### config.mk
export PLATFORM = sky130hd
export DESIGN_NAME = add32_seq
export DESIGN_NICKNAME = d
export VERILOG_FILES = /design/src/rtl/add32_seq.sv
export SDC_FILE = /design/constraint.sdc
export NUM_CORES = 1
export LEC_CHECK = 0
export BUFFER_PORTS_ARGS = -buffer_cell sky130_fd_sc_hd__buf_4
export CAP_MARGIN = 20
export CORE_MARGIN = 1.5
export CORE_UTILIZATION = 30
export CTS_BUF_LIST = sky130_fd_sc_hd__clkbuf_8
export DETAILED_ROUTE_END_ITERATION = 16
export PLACE_DENSITY = 0.51
export SETUP_SLACK_MARGIN = 0.2
export SLEW_MARGIN = 0
export SYNTH_ARGS = -nofsm -noshare
export SYNTH_HDL_FRONTEND = slang
export SYNTH_SLANG_ARGS = --single-unit
### constraint.sdc
create_clock -name clock -period 1.6 [get_ports clock]
set_clock_uncertainty 0.15 [all_clocks]
set_input_delay 0.32 -clock clock [delete_from_list [all_inputs] [get_ports clock]]
set_output_delay 0.32 -clock clock [all_outputs]
set_load 0.02 [all_outputs]
### src/rtl/add32_seq.sv
// 32-bit add/subtract sequenced over an external 16-bit adder, low half then high half.
// Define ADD32_SAT_EN to clamp signed overflow to the most positive/negative value.
`timescale 1ns/1ps
module add32_seq (
  input  logic        clock,
  input  logic        reset_n,
  input  logic        in_valid,
  output logic        in_ready,
  input  logic [31:0] in_a,
  input  logic [31:0] in_b,
  input  logic        in_sub,
  output logic [15:0] adder_a,
  output logic [15:0] adder_b,
  output logic        adder_cin,
  input  logic [15:0] adder_sum,
  input  logic        adder_cout,
  input  logic        adder_ovf,
  output logic        out_valid,
  input  logic        out_ready,
  output logic [31:0] out_result,
  output logic        out_cout,
  output logic        out_ovf
);

  typedef enum logic [1:0] {
    S_IDLE,
    S_LO,
    S_HI,
    S_DONE
  } state_e;

  state_e      state_q, state_d;
  logic [31:0] a_q, a_d;
  logic [31:0] b_q, b_d;
  logic        sub_q, sub_d;
  logic        carry_q, carry_d;
  logic [31:0] res_q, res_d;
  logic        cout_q, cout_d;
  logic        ovf_q, ovf_d;
  logic        vld_q, vld_d;
  logic        rdy_q, rdy_d;

  // Subtraction is A + ~B + 1; the +1 enters as the low-half carry-in.
  always_comb begin
    state_d = state_q;
    a_d     = a_q;
    b_d     = b_q;
    sub_d   = sub_q;
    carry_d = carry_q;
    res_d   = res_q;
    cout_d  = cout_q;
    ovf_d   = ovf_q;
    vld_d   = vld_q;
    rdy_d   = rdy_q;
    unique case (state_q)
      S_IDLE: begin
        if (in_valid) begin
          a_d     = in_a;
          b_d     = in_sub ? ~in_b : in_b;
          sub_d   = in_sub;
          rdy_d   = 1'b0;
          state_d = S_LO;
        end
      end
      S_LO: begin
        res_d[15:0] = adder_sum;
        carry_d     = adder_cout;
        state_d     = S_HI;
      end
      S_HI: begin
        res_d[31:16] = adder_sum;
        cout_d       = adder_cout;
        ovf_d        = adder_ovf;
`ifdef ADD32_SAT_EN
        if (adder_ovf) begin
          res_d = a_q[31] ? 32'h8000_0000
                          : 32'h7FFF_FFFF;
        end
`endif
        vld_d   = 1'b1;
        state_d = S_DONE;
      end
      S_DONE: begin
        if (out_ready) begin
          vld_d   = 1'b0;
          rdy_d   = 1'b1;
          state_d = S_IDLE;
        end
      end
      default: begin
        vld_d   = 1'b0;
        rdy_d   = 1'b1;
        state_d = S_IDLE;
      end
    endcase
  end

  always_comb begin
    adder_a   = 16'h0000;
    adder_b   = 16'h0000;
    adder_cin = 1'b0;
    unique case (state_q)
      S_LO: begin
        adder_a   = a_q[15:0];
        adder_b   = b_q[15:0];
        adder_cin = sub_q;
      end
      S_HI: begin
        adder_a   = a_q[31:16];
        adder_b   = b_q[31:16];
        adder_cin = carry_q;
      end
      default: begin
        adder_a   = 16'h0000;
        adder_b   = 16'h0000;
        adder_cin = 1'b0;
      end
    endcase
  end

  always_ff @(posedge clock or negedge reset_n) begin
    if (!reset_n) begin
      state_q <= S_IDLE;
      a_q     <= '0;
      b_q     <= '0;
      sub_q   <= 1'b0;
      carry_q <= 1'b0;
      res_q   <= '0;
      cout_q  <= 1'b0;
      ovf_q   <= 1'b0;
      vld_q   <= 1'b0;
      rdy_q   <= 1'b1;
    end else begin
      state_q <= state_d;
      a_q     <= a_d;
      b_q     <= b_d;
      sub_q   <= sub_d;
      carry_q <= carry_d;
      res_q   <= res_d;
      cout_q  <= cout_d;
      ovf_q   <= ovf_d;
      vld_q   <= vld_d;
      rdy_q   <= rdy_d;
    end
  end

  assign in_ready   = rdy_q;
  assign out_valid  = vld_q;
  assign out_result = res_q;
  assign out_cout   = cout_q;
  assign out_ovf    = ovf_q;

endmodule

==> results.yml, run 1 <==
run_status:
  outcome: "finished with violations"
  violations: "negative setup slack"
timing:
  holdWs_ns: 0.0277
  max_freq_mhz: 461
  relSlewSlack: 0.708
  fin_ws_ns: -0.570
  rsz0062_at_grt: "yes"
  slew_violations: 0
  finalSetupViolCount: 97
  hold_viol_final: 0
  finalCritPeriodShare: 1.36
  worstMarginPinSlew_ns: 0.438
  period_needed_ns: 2.17
  totalNegativeSetupSlack_ns: -22.82
job:
  max_cap_violations: 0
setup_path:
  cp.required_ns: 1.13
  r2r-end: "out_result[11]"
  path_class: "flip-flop to output port"
  crit_path_start_kind: "flip-flop"
  cp_slowest_stage_delay_ns: 0.47
  crit_family: "flip-flops"
  critPathBufInv: 3
  cp-end-kind: "output port"
  worstReg2RegStart: "state_q[1]"
  worstPathArrival_ns: 1.70
  crit_slowest_cell: "dfrtp_2"
  cp_max_fo: 19
  reg2reg_slack_ns: -0.21
  cp_cell_sequence: "inv_4 -> ha_4 -> buf_12 -> a22oi_1 -> nor2b_2 -> buf_6"
  r2r_cells: 5
yosys:
  netlist_area_mm2: 0.00489
  yosysWarnings: 0
  synth_fp_nets: 479
  ys_seq_area_frac: 0.532
  synth_seq_cells: 104
  syn_inst: 385
  synthDistinctLibCells: 20
  synth_area_leaders: "dfrtp_1 (53%), mux2_4 (10%), mux2_2 (8.3%)"
  yosysTopAreaCell: "dfrtp_1"
  syn_area_per_cell_um2: 12.7
  synthDominantCellAreaShare: 0.527
die:
  start_util: 0.308
  die_area_mm2: 0.0171
  fp.dieW_um: 131
  io_pins: 156
  core_area_mm2: 0.0159
  die_y_um: 131
  rows: 46
layout:
  syn_to_final_growth_pct: 69.6
  drive_above_1_share: 0.686
  final_nets: 701
  utilization: 0.522
  final_area_mm2: 0.00830
  multi_input_comb_area_mm2: 0.00262
  num-fill-cells: 1428
  seq_area_mm2: 0.00261
  antenna-diode-count: 0
power_and_ir_drop:
  combinationalPowerShare: 0.607
  peakVddDrop_v: 0.000896
  power_density_mw_per_mm2: 2130
  internal-power_mw: 11.3
  clockPowerShare: 0.109
  pwr-share-seq: 0.284
  p_switching_mw: 6.40
  p_leak_nw: 3.77
  swShare: 0.362
hold_path:
  hp-start: "in_a[6]"
  hold_depth: 2
  hp-class: "input pin to flip-flop"
  whs_endpoint: "a_q[6]"
cts:
  clk-insertion-delay-late_ns: 0.37
  cts.path.max_buffers: 2
  cts_sinks: 104
  h-tree-depth: 3
  cts_tree: "built"
  clk_pin_slew_ns: 0.10
  clockRootBuffer: "clkbuf_8"
  cts_made_buffers: 9
routing:
  drc: 0
  wirelength_mm: 13.5
  ant_nets: 0
  drt_first_pass_iters: 4
  wl_per_cell_um: 16.3
  detail_route.iter0.violations: 98
  via_count: 3737
  via_per_inst: 4.51
global_routing:
  grt_pass1_wl_mm: 21.4
  grtUsageMet3: 0.0293
  globalRoute.totalOverflow: 0
  grt_pass1_vias: 4041
  grt.busiest_layer: "met2"
  grtUsageMet1: 0.221
  use_met2: 0.269
  grt_max_degree: 36
  antenna_found_initial: 0
  grt_use_total: 0.164
place:
  dp_hpwl_mm: 8.78
  port_buffers: 155
  place_congestion: 0.697
  dp_worst_setup_slack_ns: -0.235
  dpl_cell_area_mm2: 0.00675
-- timing repair --
action / in CTS / in global routing
hold buffers: 22 / 0
setup buffers: 15 / 7
cloned: 12 / 0
gates resized for setup: 126 / 33
pin swaps: 11 / 7
endpoints found under the hold margin: 44 / 0
endpoints found under the setup margin: 170 / 171
-- power by group through the flow --
| stage | clock network, mW | registers (mW) | logic, mW |
|---|---|---|---|
| finish | 1.92 | 5.02 | 10.7 |
| global route | 2.09 | 5.18 | 11.4 |
| CTS | 2.00 | 4.98 | 10.4 |
| detailed placement | 0 | 4.81 | 8.47 |
| global placement | 0 | 4.77 | 8.41 |
| floorplan | 0 | 5.20 | 5.16 |
-- per-stage QoR --
stage | cells | total power [mW]
after global routing | 828 | 18.7
after floorplan | 385 | 10.4
after global placement | 756 | 13.2
after CTS | 821 | 17.4
after detailed placement | 756 | 13.3
final | 828 | 17.7
-- layout by cell type, fill, tap and decap left out, drive strengths merged, types with 3 or more instances in the layout --
cell type	n
mux2	69
a22oi	33
ha	7
xnor2	32
o21ai	33
clkbuf	12
nand2	34
inv	4
mux2i	3
dfrtp	103
dlygate4sd3	22
buf	217
nor2b	33
-- routing by layer --
metal	wire length [um]	vias to the layer above
li1	-	1769
met4	179	0
met5	0	-
met1	6200	1853
met2	6500	103
met3	638	12
-- how the worst max path moves through the flow --
stage / start / to / cells past startpoint
6_report: state_q[0] / adder_b[5] / 6
5_1_grt: state_q[1] / adder_b[5] / 6
4_1_cts: state_q[1] / adder_b[5] / 6
3_5_place_dp: state_q[0] / adder_cin / 6
3_3_place_gp: state_q[0] / adder_cin / 6
2_1_floorplan: state_q[0] / adder_a[11] / 6
-- state kept, by name, summed over array words and instances (netlist names) --
register    cells
out_result     32
out_cout        1
out_valid       1
sub_q           1
in_ready        1
b_q            32
carry_q         1
out_ovf         1
a_q            32
state_q         2
-- final cells by class --
cell class,count,area share
multi-input combinational,248,0.315
sequential,104,0.314
timing repair buffer,240,0.306
tap,216,0.0326
clock buffer,12,0.0199
clock inverter,4,0.00905
inverter,4,0.00241
-- synth_stat cells --
cell        n
clkbuf_1    7
nand2_1    33
nor2b_1    33
buf_2      10
nand2_2     1
a22oi_1    33
mux2i_1     3
nor2_1      1
o21ai_0    33
inv_1       4
a21oi_1     2
mux2_2     36
buf_4       2
dfstp_2     1
xnor2_1    32
mux2_4     33
dfrtp_1   103
o22ai_1     1
buf_6      10
ha_1        7
-- logic make-up after synthesis --
family                   count (synthesis)  synth area share
flip-flops                             104             0.532
AO/OA/AOI/OAI                           69            0.0877
AND/OR/NAND/NOR                         68            0.0696
XOR/XNOR                                32            0.0573
multiplexers                            72             0.190
buffers and inverters                   33            0.0448
adder cells (fa/ha/maj)                  7            0.0179
No activity file was read; power rests on OpenSTA's default activity.
==> run 2, diff against run 1 <==
--- a/config.mk
+++ b/config.mk
@@ -9,11 +9,10 @@
 export CAP_MARGIN = 20
 export CORE_MARGIN = 1.5
 export CORE_UTILIZATION = 30
-export CTS_BUF_LIST = sky130_fd_sc_hd__clkbuf_8
+export CTS_BUF_LIST = sky130_fd_sc_hd__clkbuf_8 sky130_fd_sc_hd__clkbuf_16
 export DETAILED_ROUTE_END_ITERATION = 16
 export PLACE_DENSITY = 0.51
 export SETUP_SLACK_MARGIN = 0.2
-export SLEW_MARGIN = 0
 export SYNTH_ARGS = -nofsm -noshare
 export SYNTH_HDL_FRONTEND = slang
 export SYNTH_SLANG_ARGS = --single-unit
==> run 2 against run 1 <==
  * Cell count is 2.8% lower
  * Count of clock-buffer cells in the layout unchanged
  * The flow still finishes with violations (negative setup slack)
  * Wire length fell by 2.2%
  * Register-to-register slack about the same
  * Cell area shrank 2.0%
  * Sequential share of layout area up 0.65 points
  * Power grew 1.5%
  * Worst hold slack better by 0.018 ns
  * Sequential cell count did not move
  * Clock power grew 29%
  * Critical endpoint unchanged
==> results.yml, run 2 (same netlist as run 1, synthesis figures left out) <==
routing:
  detail_route.iter0.violations: 82
  drc: 0
  via_per_inst: 4.52
  drt_first_pass_iters: 4
  ant_nets: 0
  via_count: 3642
  wirelength_mm: 13.2
  wl_per_cell_um: 16.4
die:
  fp.dieW_um: 131
  io_pins: 156
  die_area_mm2: 0.0171
  core_area_mm2: 0.0159
  rows: 46
  start_util: 0.308
  die_y_um: 131
timing:
  worstMarginPinSlew_ns: 0.434
  max_freq_mhz: 469
  finalSetupViolCount: 129
  rsz0062_at_grt: "yes"
  finalCritPeriodShare: 1.33
  relSlewSlack: 0.711
  hold_viol_final: 0
  slew_violations: 0
  period_needed_ns: 2.13
  fin_ws_ns: -0.532
power_and_ir_drop:
  swShare: 0.356
  clockPowerShare: 0.138
  internal-power_mw: 11.6
  pwr-share-seq: 0.276
  p_leak_nw: 3.71
  report.power.total_mw: 17.9
  p_switching_mw: 6.38
  peakVddDrop_v: 0.000800
  combinationalPowerShare: 0.585
  power_density_mw_per_mm2: 2210
cts:
  clk-insertion-delay-late_ns: 0.35
  cts_tree: "built"
  cts.path.max_buffers: 2
  cts_made_buffers: 9
  clockRootBuffer: "clkbuf_16"
  cts_sinks: 104
  h-tree-depth: 3
  clk_pin_slew_ns: 0.07
hold_path:
  hp-class: "input pin to flip-flop"
  hold_depth: 2
layout:
  final_nets: 678
  fin_cells: 805
  num-fill-cells: 1445
  final_area_mm2: 0.00813
  antenna-diode-count: 0
  utilization: 0.512
  final_cell_mix: "buf_4 (155), dfrtp_1 (101), mux2_4 (43)"
  final_common_cell: "buf_4"
  syn_to_final_growth_pct: 66.2
  drive_above_1_share: 0.706
global_routing:
  grt_max_degree: 36
  antenna_found_initial: 0
  grt_pass1_vias: 3946
  grt_use_total: 0.164
  grt_pass1_wl_mm: 21.1
  globalRoute.totalOverflow: 0
place:
  place_congestion: 0.697
  port_buffers: 155
  dp_worst_setup_slack_ns: -0.235
  dp_hpwl_mm: 8.78
  dpl_cell_area_mm2: 0.00675
  placed_cells: 756
setup_path:
  worstPathArrival_ns: 1.66
  cp.required_ns: 1.13
  cp-end-kind: "output port"
  cp_cell_sequence: "inv_4 -> ha_4 -> buf_12 -> a22oi_1 -> nor2b_2 -> buf_6"
  cp_slowest_stage_delay_ns: 0.46
  path_class: "flip-flop to output port"
  r2r_cells: 6
  cp_max_fo: 19
  crit_slowest_cell: "dfrtp_2"
  crit_path_start_kind: "flip-flop"
run_status:
  outcome: "finished with violations"
  violations: "negative setup slack"
job:
  max_cap_violations: 0
## run 2: changes by cell type in the layout (fill, tap and decap cells not counted), moves of 2 or more
cell | before | now
buf_12 | 19 | 22
buf_4 | 133 | 155
buf_6 | 54 | 27
clkbuf_16 | 0 | 9
clkbuf_8 | 12 | 3
dlygate4sd3_1 | 22 | 1
nand2_1 | 2 | 4
nand2_2 | 18 | 14
nand2_4 | 13 | 15
## run 2: power by group through the flow
stage               combinational, mW  sequential, mW  clock [mW]
floorplan                        5.16            5.20           0
global placement                 8.41            4.77           0
detailed placement               8.47            4.81           0
CTS                              10.1            4.90        2.56
global route                     11.2            5.12        2.66
finish                           10.5            4.96        2.48
## run 2: path summary, 6_finish.rpt
| path | from | slack (ns) | to |
|---|---|---|---|
| max | state_q[0] | -0.53 | adder_b[5] |
| min reg2reg | b_q[5] | 0.34 | b_q[5] |
| max reg2reg | state_q[1] | -0.20 | out_result[23] |
| max in group asynchronous | reset_n | 0.45 | out_result[6] |
| min in group asynchronous | reset_n | 0.31 | out_valid |
| min | in_a[4] | 0.05 | a_q[4] |
## run 2: layout make-up
type                            instances  area [um^2]  share of cell area
Inverter                                4         22.5             0.00277
Sequential cell                       104         2610               0.321
Timing Repair Buffer                  217         2260               0.278
Tap cell                              216          270              0.0333
Clock buffer                           12          267              0.0328
Multi-Input combinational cell        248         2630               0.323
Clock inverter                          4         75.1             0.00924
## run 2: timing repair
| action | in CTS | in global routing |
|---|---|---|
| gates resized for setup | 85 | 48 |
| hold buffers | 1 | 0 |
| hold endpoints to repair | 23 | 0 |
| endpoints found under the setup margin | 135 | 145 |
| pin swaps | 10 | 8 |
| cloned | 12 | 0 |
| buffers inserted | 15 | 5 |
## run 2: per-layer routing
layer,GRT usage,routed length [um],vias to the layer above
li1,-,-,1720
met1,0.222,6110,1807
met2,0.259,6240,103
met3,0.0334,671,12
met4,0.0601,204,0
met5,0,0,-
## run 2: per-stage QoR
| stage | hold slack (ns) | TNS [ns] |
|---|---|---|
| floorplan | -0.126 | -3.52 |
| CTS | 0.0274 | -24.56 |
| detailed placement | 0.148 | -11.10 |
| finish | 0.0456 | -24.28 |
| global placement | 0.140 | -8.63 |
| global route | 0.0282 | -30.79 |
## run 2: worst max-delay path: cells and delay by family (launching register included)
kind	cells	cell delay (ns)
AO/OA/AOI/OAI	1	0.11
adder cells (fa/ha/maj)	1	0.16
buffers and inverters	3	0.40
flip-flops	1	0.46
AND/OR/NAND/NOR	1	0.18
